==> config.mk <==
export PLATFORM = sky130hd
export DESIGN_NAME = branch_predictor
export DESIGN_NICKNAME = d
export VERILOG_FILES = /design/src/rtl/branch_predictor.sv
export SDC_FILE = /design/constraint.sdc
export NUM_CORES = 1
export LEC_CHECK = 0
export CORE_MARGIN = 2
export CORE_UTILIZATION = 44
export CTS_BUF_LIST = sky130_fd_sc_hd__clkbuf_4
export CTS_CLUSTER_SIZE = 14
export DETAILED_ROUTE_END_ITERATION = 10
export PLACE_DENSITY = 0.63
export SYNTH_ARGS = -nofsm -noshare
export SYNTH_HDL_FRONTEND = slang
export SYNTH_SLANG_ARGS = --single-unit
==> constraint.sdc <==
create_clock -name clk -period 10.9 [get_ports clk]
set_clock_uncertainty 0.1 [all_clocks]
set_input_delay 1.635 -clock clk [delete_from_list [all_inputs] [get_ports clk]]
set_output_delay 1.635 -clock clk [all_outputs]
set_load 0.05 [all_outputs]
==> src/rtl/branch_predictor.sv <==
// Dynamic branch predictor: direct-mapped BTB with 2-bit saturating counters,
// combinational fetch prediction, Execute-stage resolve/update and redirect.
module branch_predictor #(
  parameter int DATA_WIDTH = 32,
  parameter int ENTRIES    = 16
) (
  input  logic                  clk,
  input  logic                  rst_n,
  input  logic [DATA_WIDTH-1:0] PCF_i,
  output logic                  PredTakenF_o,
  output logic [DATA_WIDTH-1:0] PredTargetF_o,
  input  logic                  BranchE_i,
  input  logic                  StallE_i,
  input  logic [DATA_WIDTH-1:0] PCE_i,
  input  logic                  BranchTaken_i,
  input  logic [DATA_WIDTH-1:0] TargetE_i,
  input  logic                  PredTakenE_i,
  input  logic [DATA_WIDTH-1:0] PredTargetE_i,
  output logic                  Mispredict_o,
  output logic [DATA_WIDTH-1:0] RedirectPC_o,
  output logic                  FlushD_o,
  output logic                  FlushE_o,
  output logic [31:0]           BranchCount_o,
  output logic [31:0]           MispredCount_o
);

  localparam int IDX_W = $clog2(ENTRIES);
  localparam int TAG_W = DATA_WIDTH - IDX_W - 2;

  localparam logic [1:0] CTR_SNT = 2'b00;
  localparam logic [1:0] CTR_WNT = 2'b01;
  localparam logic [1:0] CTR_WT  = 2'b10;
  localparam logic [1:0] CTR_ST  = 2'b11;

  logic                  valid_reg  [ENTRIES];
  logic [1:0]            ctr_reg    [ENTRIES];
  logic [TAG_W-1:0]      tag_reg    [ENTRIES];
  logic [DATA_WIDTH-1:0] target_reg [ENTRIES];

  logic [31:0] branch_count_reg;
  logic [31:0] mispred_count_reg;

  logic [IDX_W-1:0] idx_f;
  logic [IDX_W-1:0] idx_e;
  logic [TAG_W-1:0] tag_f;
  logic [TAG_W-1:0] tag_e;
  logic             hit_f;
  logic             hit_e;
  logic             res;

  logic             wr_en;
  logic             wr_alloc;
  logic             wr_target;
  logic [1:0]       ctr_next;
  logic [ENTRIES-1:0] wr_sel;

  // Byte offset within a word never participates in lookup.
  logic [1:0] unused_pc_bits;
  assign unused_pc_bits = PCF_i[1:0];

  assign idx_f = PCF_i[IDX_W+1:2];
  assign tag_f = PCF_i[DATA_WIDTH-1:IDX_W+2];
  assign idx_e = PCE_i[IDX_W+1:2];
  assign tag_e = PCE_i[DATA_WIDTH-1:IDX_W+2];

  // Fetch lookup reads the registered table, so same-cycle updates are not bypassed.
  assign hit_f         = valid_reg[idx_f] && (tag_reg[idx_f] == tag_f);
  assign PredTakenF_o  = hit_f && ctr_reg[idx_f][1];
  assign PredTargetF_o = hit_f ? target_reg[idx_f] : '0;

  assign res   = BranchE_i && !StallE_i;
  assign hit_e = valid_reg[idx_e] && (tag_reg[idx_e] == tag_e);

  always_comb begin
    wr_en     = 1'b0;
    wr_alloc  = 1'b0;
    wr_target = 1'b0;
    ctr_next  = ctr_reg[idx_e];
    if (res) begin
      if (hit_e) begin
        wr_en = 1'b1;
        if (BranchTaken_i) begin
          wr_target = 1'b1;
          ctr_next  = (ctr_reg[idx_e] == CTR_ST) ? CTR_ST : ctr_reg[idx_e] + 2'd1;
        end else begin
          ctr_next  = (ctr_reg[idx_e] == CTR_SNT) ? CTR_SNT : ctr_reg[idx_e] - 2'd1;
        end
      end else if (BranchTaken_i) begin
        wr_en     = 1'b1;
        wr_alloc  = 1'b1;
        wr_target = 1'b1;
        ctr_next  = CTR_WT;
      end
    end
  end

  genvar gi;
  generate
    for (gi = 0; gi < ENTRIES; gi++) begin : g_sel
      assign wr_sel[gi] = wr_en && (idx_e == IDX_W'(gi));
    end
  endgenerate

  always_ff @(posedge clk) begin
    if (!rst_n) begin
      for (int i = 0; i < ENTRIES; i++) begin
        valid_reg[i] <= 1'b0;
        ctr_reg[i]   <= CTR_WNT;
      end
    end else begin
      for (int i = 0; i < ENTRIES; i++) begin
        if (wr_sel[i]) begin
          ctr_reg[i] <= ctr_next;
          if (wr_alloc) valid_reg[i] <= 1'b1;
        end
      end
    end
  end

  // Tag and target carry no reset; a cleared valid bit masks them.
  always_ff @(posedge clk) begin
    if (rst_n) begin
      for (int i = 0; i < ENTRIES; i++) begin
        if (wr_sel[i] && wr_alloc)  tag_reg[i]    <= tag_e;
        if (wr_sel[i] && wr_target) target_reg[i] <= TargetE_i;
      end
    end
  end

  assign Mispredict_o = res && ((BranchTaken_i != PredTakenE_i) ||
                                (BranchTaken_i && PredTakenE_i && (TargetE_i != PredTargetE_i)));
  assign RedirectPC_o = BranchTaken_i ? TargetE_i : PCE_i + DATA_WIDTH'(4);
  assign FlushD_o     = Mispredict_o;
  assign FlushE_o     = Mispredict_o;

  always_ff @(posedge clk) begin
    if (!rst_n) begin
      branch_count_reg  <= '0;
      mispred_count_reg <= '0;
    end else begin
      if (res)          branch_count_reg  <= branch_count_reg + 32'd1;
      if (Mispredict_o) mispred_count_reg <= mispred_count_reg + 32'd1;
    end
  end

  assign BranchCount_o  = branch_count_reg;
  assign MispredCount_o = mispred_count_reg;

endmodule

==> results of run 1 <==
how the worst max path moves through the flow:
stage,start,to,slack [ns],cells after the start
3_3_place_gp,PCF_i[2],PredTargetF_o[29],2.33,11
3_5_place_dp,PCF_i[2],PredTargetF_o[25],2.31,11
5_1_grt,PCF_i[2],PredTargetF_o[25],2.10,11
2_1_floorplan,PCF_i[2],PredTargetF_o[10],4.25,10
6_report,PCF_i[2],PredTakenF_o,2.30,11
4_1_cts,PCF_i[2],PredTargetF_o[25],2.29,11
layout make-up:
type                    instances  area, um^2  share of cell area
diodes                          8        20.0            0.000368
clock buffers                 406        3050              0.0560
clock inverters                58         305             0.00561
inverters                      24        90.1             0.00166
multi-input cells            1393       15400               0.283
flip-flops and latches       1040       30500               0.561
well taps                    1391        1740              0.0320
repair buffers                348        3280              0.0603
cells by family (layout without fill, tap and decap cells):
group,Yosys count,count (layout)
buffers and inverters,193,836
muxes,502,502
and+or+nand+nor,489,489
AOI/OAI and AO/OA,239,239
xor gates and xnor gates,155,155
adders and majority gates,8,8
other,0,8
DFF,1040,1040
report_power, final:
part           switching [mW]  total (mW)  internal (mW)  leakage [nW]
sequential            0.00837        4.39           4.38          9.32
combinational           0.416       0.706          0.290          6.35
clock                    1.55        3.32           1.77          2.04
per-layer routing:
layer | routed length (um) | share of wire | global-route usage | up-vias
li1 | - | - | - | 11811
met1 | 52100 | 0.39 | 0.325 | 14515
met2 | 64200 | 0.47 | 0.392 | 1637
met3 | 15000 | 0.11 | 0.0789 | 281
met4 | 3910 | 0.029 | 0.0931 | 8
met5 | 59 | 0.00044 | 0 | -
worst max-delay path: cells and delay by family:
kind,cells,cell delay (ns)
buffers and inverters,4,2.16
XOR/XNOR,1,0.15
AND/OR/NAND/NOR,4,1.54
multiplexers,2,1.09
placed cells by master, fill, tap and decap left out, types with 54 or more instances in the layout:
master | Yosys | layout
sky130_fd_sc_hd__xor2_1 | 101 | 101
sky130_fd_sc_hd__dfxtp_1 | 73 | 73
sky130_fd_sc_hd__nand2_1 | 115 | 115
sky130_fd_sc_hd__xnor2_1 | 54 | 54
sky130_fd_sc_hd__buf_4 | 17 | 86
sky130_fd_sc_hd__clkdlybuf4s50_1 | 0 | 254
sky130_fd_sc_hd__nor2_1 | 112 | 90
sky130_fd_sc_hd__mux4_2 | 367 | 367
sky130_fd_sc_hd__mux2i_1 | 120 | 120
sky130_fd_sc_hd__o21ai_0 | 60 | 60
sky130_fd_sc_hd__edfxtp_1 | 967 | 967
sky130_fd_sc_hd__clkbuf_4 | 0 | 406
==> results.toml, run 1 <==
[status]
result_of_the_run = "finished clean"

[drt]
vias = 28252
post_drt_wl_per_cell_um = 29.0
detail_route.drc_violations = 0
dr.first_iter.drc_count = 3322
dr.pass1.iters = 5
drt.antenna.violating_nets = 0
wl_mm = 135
drt-vias-per-instance = 6.05

[synth]
netlist_top_cells_area = "sky130_fd_sc_hd__edfxtp_1 62%, sky130_fd_sc_hd__mux4_2 18%, sky130_fd_sc_hd__dfxtp_1 3.1%"
syn-instance-count = 2626
compound_gate_portion_of_the_synthesized_area = 0.0342
synth-xor-area-share = 0.0291
netlist.area_leader.share = 0.623
synth_async_sr_flop_share = 0
yosys.cell_count.top_type = "sky130_fd_sc_hd__edfxtp_1"
yosys_most_used_dff = "sky130_fd_sc_hd__edfxtp_1"
syn_area_um2 = 46600
synthTopCellsByCount = "967 x sky130_fd_sc_hd__edfxtp_1, 367 x sky130_fd_sc_hd__mux4_2, 120 x sky130_fd_sc_hd__mux2i_1, 115 x sky130_fd_sc_hd__nand2_1, 112 x sky130_fd_sc_hd__nor2_1"
synth_enable_flop_cells = 967
yosysWarningCount = 0
ys_ff_latch = 1040
synth_sequential_area_ratio = 0.654
synth_top_family_by_area = "multiplexers"
yosys_cell_types = 74
syn_area_per_cell_um2 = 17.8
synthAdderAreaFrac = 0.00209
netlist.top_cell.by_area = "sky130_fd_sc_hd__edfxtp_1"
post_synth_and_or_nand_nor_area_fraction = 0.0540
synth.net_count = 2767
post_synth_mux_area_share = 0.207

[floorplanning]
initial_utilization = 0.443
chipHeight_um = 330
dieArea_um2 = 109000
ioPinCount = 266
area_inside_the_core_boundary_um2 = 105000
floorplan.die.width_um = 330
rows = 119

[grt]
gr-total-overflow = 0
maximum_number_of_pins_on_one_net_before_global_route_repair = 92
grt_pass1_vias = 29026
gr_util_all_layers = 0.249
antenna_found_initial = 13
grt_first_pass_wirelength_mm = 192

[power]
static_power_due_to_leakage_nw = 17.7
vdd.ir_drop.worst_v = 0.0000919
p_total_mw = 8.42
power.density_nw_per_um2 = 155

[timing]
setup_viol = 0
unrepaired_setup_endpoints_after_global_routing = "false"
post-route-worst-setup-slack_ns = 2.30
tightest_slew_ns = 1.21
period_share = 0.789
hold_viol = 0
finalSetupTns_ns = 0
finalMaxSlewViolations = 0
fmaxAchievable_mhz = 116
maxSlewHeadroom = 0.196
fin_worst_hold_slack_ns = 0.380
final.min_clock_period_ns = 8.60

[clocking]
clockBufferDepth = 4
worst_setup_hold_path_clk_slew_ns = 0.06
clock_tree_from_tritoncts = "built"
clock-root-buffer = "sky130_fd_sc_hd__clkbuf_4"
clock_sink_count = 1040
post_cts_resized = 0
cts_post_setup_buffers_inserted = 0
clock_tree.htree_level_count = 5
clk_latency_ns = 1.15
cts_made_buffers = 289
hold_bufs_at_cts = 0

[critical_path]
reg2regPathDepth = 10
arrival_ns = 6.86
regToRegSetupSlack_ns = 5.56
maximum_single_stage_delay_on_the_critical_path_ns = 0.94
crit_chain = "buf_8 -> buf_4 -> mux4_2 -> mux4_2 -> xnor2_1 -> nand4_1 -> nor4_1 -> nand4_1 -> buf_4 -> nor2b_1 -> clkdlybuf4s50_1"
timing.critical_path.fanout_max = 68
regToRegEndpoint = "tag_reg[0][4]"
worst_ep_required_time_ns = 9.17
worst-setup-path-type = "primary input to output port"
worst_r2r_startpoint = "tag_reg[15][18]"
critical_path.startpoint_type = "primary input"
crit_path_end_kind = "output port"
critPathSlowestCell = "sky130_fd_sc_hd__nor4_1"

[place]
finalWeightedCongestion = 0.830
place_area_um2 = 51000
dp_slack_ns = 2.31
io_buffer_count = 263
placed_cells_incl_taps = 4196
place.detailed.hpwl_mm = 80.6

[min_path]
worst_hold_path_depth = 2
hold-path-endpoint = "valid_reg[5]"
worstHoldStart = "valid_reg[5]"
worst_hold_path_type = "flop to flop"

[run]
cap_viol_max_count = 0

[finish]
fill_cells = 8497
layout-drive-gt1-share = 0.295
largest_reg_flops = 512
num-nets-final = 3237
design_area_um2 = 54400
utilization = 0.517
final_cells = 4668
area.growth.synth_to_final_pct = 16.6
(Power assumes the default switching activity.)
==> inputs of run 2 (changes only) <==
--- a/config.mk
+++ b/config.mk
@@ -10,7 +10,7 @@
 export CTS_BUF_LIST = sky130_fd_sc_hd__clkbuf_4
 export CTS_CLUSTER_SIZE = 14
 export DETAILED_ROUTE_END_ITERATION = 10
-export PLACE_DENSITY = 0.63
+export PLACE_DENSITY = 0.65
 export SYNTH_ARGS = -nofsm -noshare
 export SYNTH_HDL_FRONTEND = slang
 export SYNTH_SLANG_ARGS = --single-unit
==> constraint.sdc (replaced) <==
create_clock -name clk -period 7.25 [get_ports clk]
set_clock_uncertainty 0.1 [all_clocks]
set_input_delay 1.0875 -clock clk [delete_from_list [all_inputs] [get_ports clk]]
set_output_delay 1.0875 -clock clk [all_outputs]
set_load 0.05 [all_outputs]
==> results.toml, run 2 (same netlist as run 1, synthesis figures left out) <==
[status]
result_of_the_run = "finished clean"

[min_path]
worst_hold_path_depth = 2
worst_hold_path_type = "flop to flop"
worstHoldStart = "valid_reg[0]"

[critical_path]
critical_path.startpoint_type = "primary input"
crit_chain = "buf_6 -> buf_4 -> ha_1 -> nand3_1 -> nor4_1 -> buf_4 -> nand2_1 -> nor2_1 -> nand2_1 -> xor2_1 -> o21ai_0 -> clkdlybuf4s50_1"
timing.critical_path.fanout_max = 40
reg2regPathDepth = 11
worst_r2r_startpoint = "tag_reg[10][21]"
cp-startpoint = "PCE_i[3]"
critPathSlowestCell = "sky130_fd_sc_hd__clkdlybuf4s50_1"
arrival_ns = 5.26
maximum_single_stage_delay_on_the_critical_path_ns = 0.95
crit_path_end_kind = "output port"
worst_ep_required_time_ns = 6.06
regToRegSetupSlack_ns = 2.66
worst-setup-path-type = "primary input to output port"

[drt]
detail_route.drc_violations = 0
drt-vias-per-instance = 6.08
vias = 28638
post_drt_wl_per_cell_um = 29.4
drt.antenna.violating_nets = 0
dr.pass1.iters = 5
dr.first_iter.drc_count = 3213
wl_mm = 138

[power]
power.density_nw_per_um2 = 231
vdd.ir_drop.worst_v = 0.000151
static_power_due_to_leakage_nw = 18.1

[grt]
maximum_number_of_pins_on_one_net_before_global_route_repair = 97
gr_util_all_layers = 0.254
antenna_found_initial = 7
grt_first_pass_wirelength_mm = 198
grt_pass1_vias = 29359
gr-total-overflow = 0

[finish]
final_common_cell = "sky130_fd_sc_hd__edfxtp_1"
utilization = 0.524
largest_reg_flops = 512
num-nets-final = 3280
fill_cells = 8434
area.growth.synth_to_final_pct = 18.2
layout-drive-gt1-share = 0.314
design_area_um2 = 55100
most-common-layout-cells = "967 x sky130_fd_sc_hd__edfxtp_1, 405 x sky130_fd_sc_hd__clkbuf_4, 367 x sky130_fd_sc_hd__mux4_2, 217 x sky130_fd_sc_hd__clkdlybuf4s50_1, 126 x sky130_fd_sc_hd__buf_4"

[clocking]
clock_sink_count = 1040
clock_tree_from_tritoncts = "built"
clockBufferDepth = 4
clk_latency_ns = 1.14
worst_setup_hold_path_clk_slew_ns = 0.06
cts_made_buffers = 289
post_cts_resized = 0
clock_tree.htree_level_count = 5
hold_bufs_at_cts = 0
cts_post_setup_buffers_inserted = 0
clock-root-buffer = "sky130_fd_sc_hd__clkbuf_4"

[run]
cap_viol_max_count = 0

[timing]
setup_viol = 0
final.min_clock_period_ns = 6.45
finalSetupTns_ns = 0
hold_viol = 0
fmaxAchievable_mhz = 155
unrepaired_setup_endpoints_after_global_routing = "false"
finalMaxSlewViolations = 0
maxSlewHeadroom = 0.238
tightest_slew_ns = 1.14
fin_worst_hold_slack_ns = 0.373
post-route-worst-setup-slack_ns = 0.802
period_share = 0.889

[place]
io_buffer_count = 263
dp_slack_ns = 0.892
finalWeightedCongestion = 0.878
place_area_um2 = 51700
place.detailed.hpwl_mm = 86.9

[floorplanning]
floorplan.die.width_um = 330
rows = 119
dieArea_um2 = 109000
ioPinCount = 266
initial_utilization = 0.443
area_inside_the_core_boundary_um2 = 105000
chipHeight_um = 330
[run 2: cell types whose count changed in the layout (fill, tap and decap cells not counted)]
cell                              delta
sky130_fd_sc_hd__clkbuf_4            -1
sky130_fd_sc_hd__bufinv_16           +1
sky130_fd_sc_hd__clkdlybuf4s50_1    -37
sky130_fd_sc_hd__buf_12             +40
sky130_fd_sc_hd__clkinv_1            +3
sky130_fd_sc_hd__clkinv_2            +1
sky130_fd_sc_hd__buf_4              +40
sky130_fd_sc_hd__diode_2             -1
sky130_fd_sc_hd__nor4b_2             -1
sky130_fd_sc_hd__inv_2               -6
sky130_fd_sc_hd__nor4b_1             +1
[run 2: per-layer routing]
layer / share of wire / global-route usage / vias up
li1: - / - / 11905
met3: 0.11 / 0.0761 / 261
met2: 0.48 / 0.406 / 1625
met5: 0.00038 / 0 / -
met1: 0.38 / 0.334 / 14839
met4: 0.026 / 0.0856 / 8
[run 2: worst paths after layout]
kind / endpoint
setup / recovery: RedirectPC_o[28]
hold / removal: valid_reg[0]
setup reg to reg: tag_reg[5][19]
hold reg to reg: valid_reg[0]
[run 2: layout make-up]
class                           instances  area, um^2  share of cell area
Sequential cell                      1040       30500               0.553
Multi-Input combinational cell       1393       15400               0.279
Timing Repair Buffer                  391        4010              0.0728
Clock buffer                          405        3040              0.0552
Tap cell                             1391        1740              0.0316
Clock inverter                         57         329             0.00597
Inverter                               24        90.1             0.00163
Antenna cell                            7        17.5            0.000318
[run 2: stage by stage]
step	instances	total power, mW
floorplan	2626	7.35
global placement	4239	7.79
detailed placement	4239	7.80
CTS	4701	12.8
global route	4708	13.2
finish	4708	12.7
[run 2: power breakdown]
part / internal [mW] / switching, mW
Clock: 2.69 / 2.34
Sequential: 6.58 / 0.0119
Combinational: 0.446 / 0.641
Total: 9.72 / 3.00
[run 2: critical path: cells and delay by family]
family                     cells  cell delay [ns]
xor gates and xnor gates       1             0.17
adders and majority gates      1             0.37
AOI/OAI and AO/OA              1             0.22
buffers and inverters          4             2.06
and+or+nand+nor                5             1.31
==> inputs of run 3 (changes only) <==
--- a/config.mk
+++ b/config.mk
@@ -5,6 +5,7 @@
 export SDC_FILE = /design/constraint.sdc
 export NUM_CORES = 1
 export LEC_CHECK = 0
+export ABC_CLOCK_PERIOD_IN_PS = 7250
 export CORE_MARGIN = 2
 export CORE_UTILIZATION = 44
 export CTS_BUF_LIST = sky130_fd_sc_hd__clkbuf_4
==> results of run 3 <==
No change in the layout: final DEF, timing and power equal those of run 2.
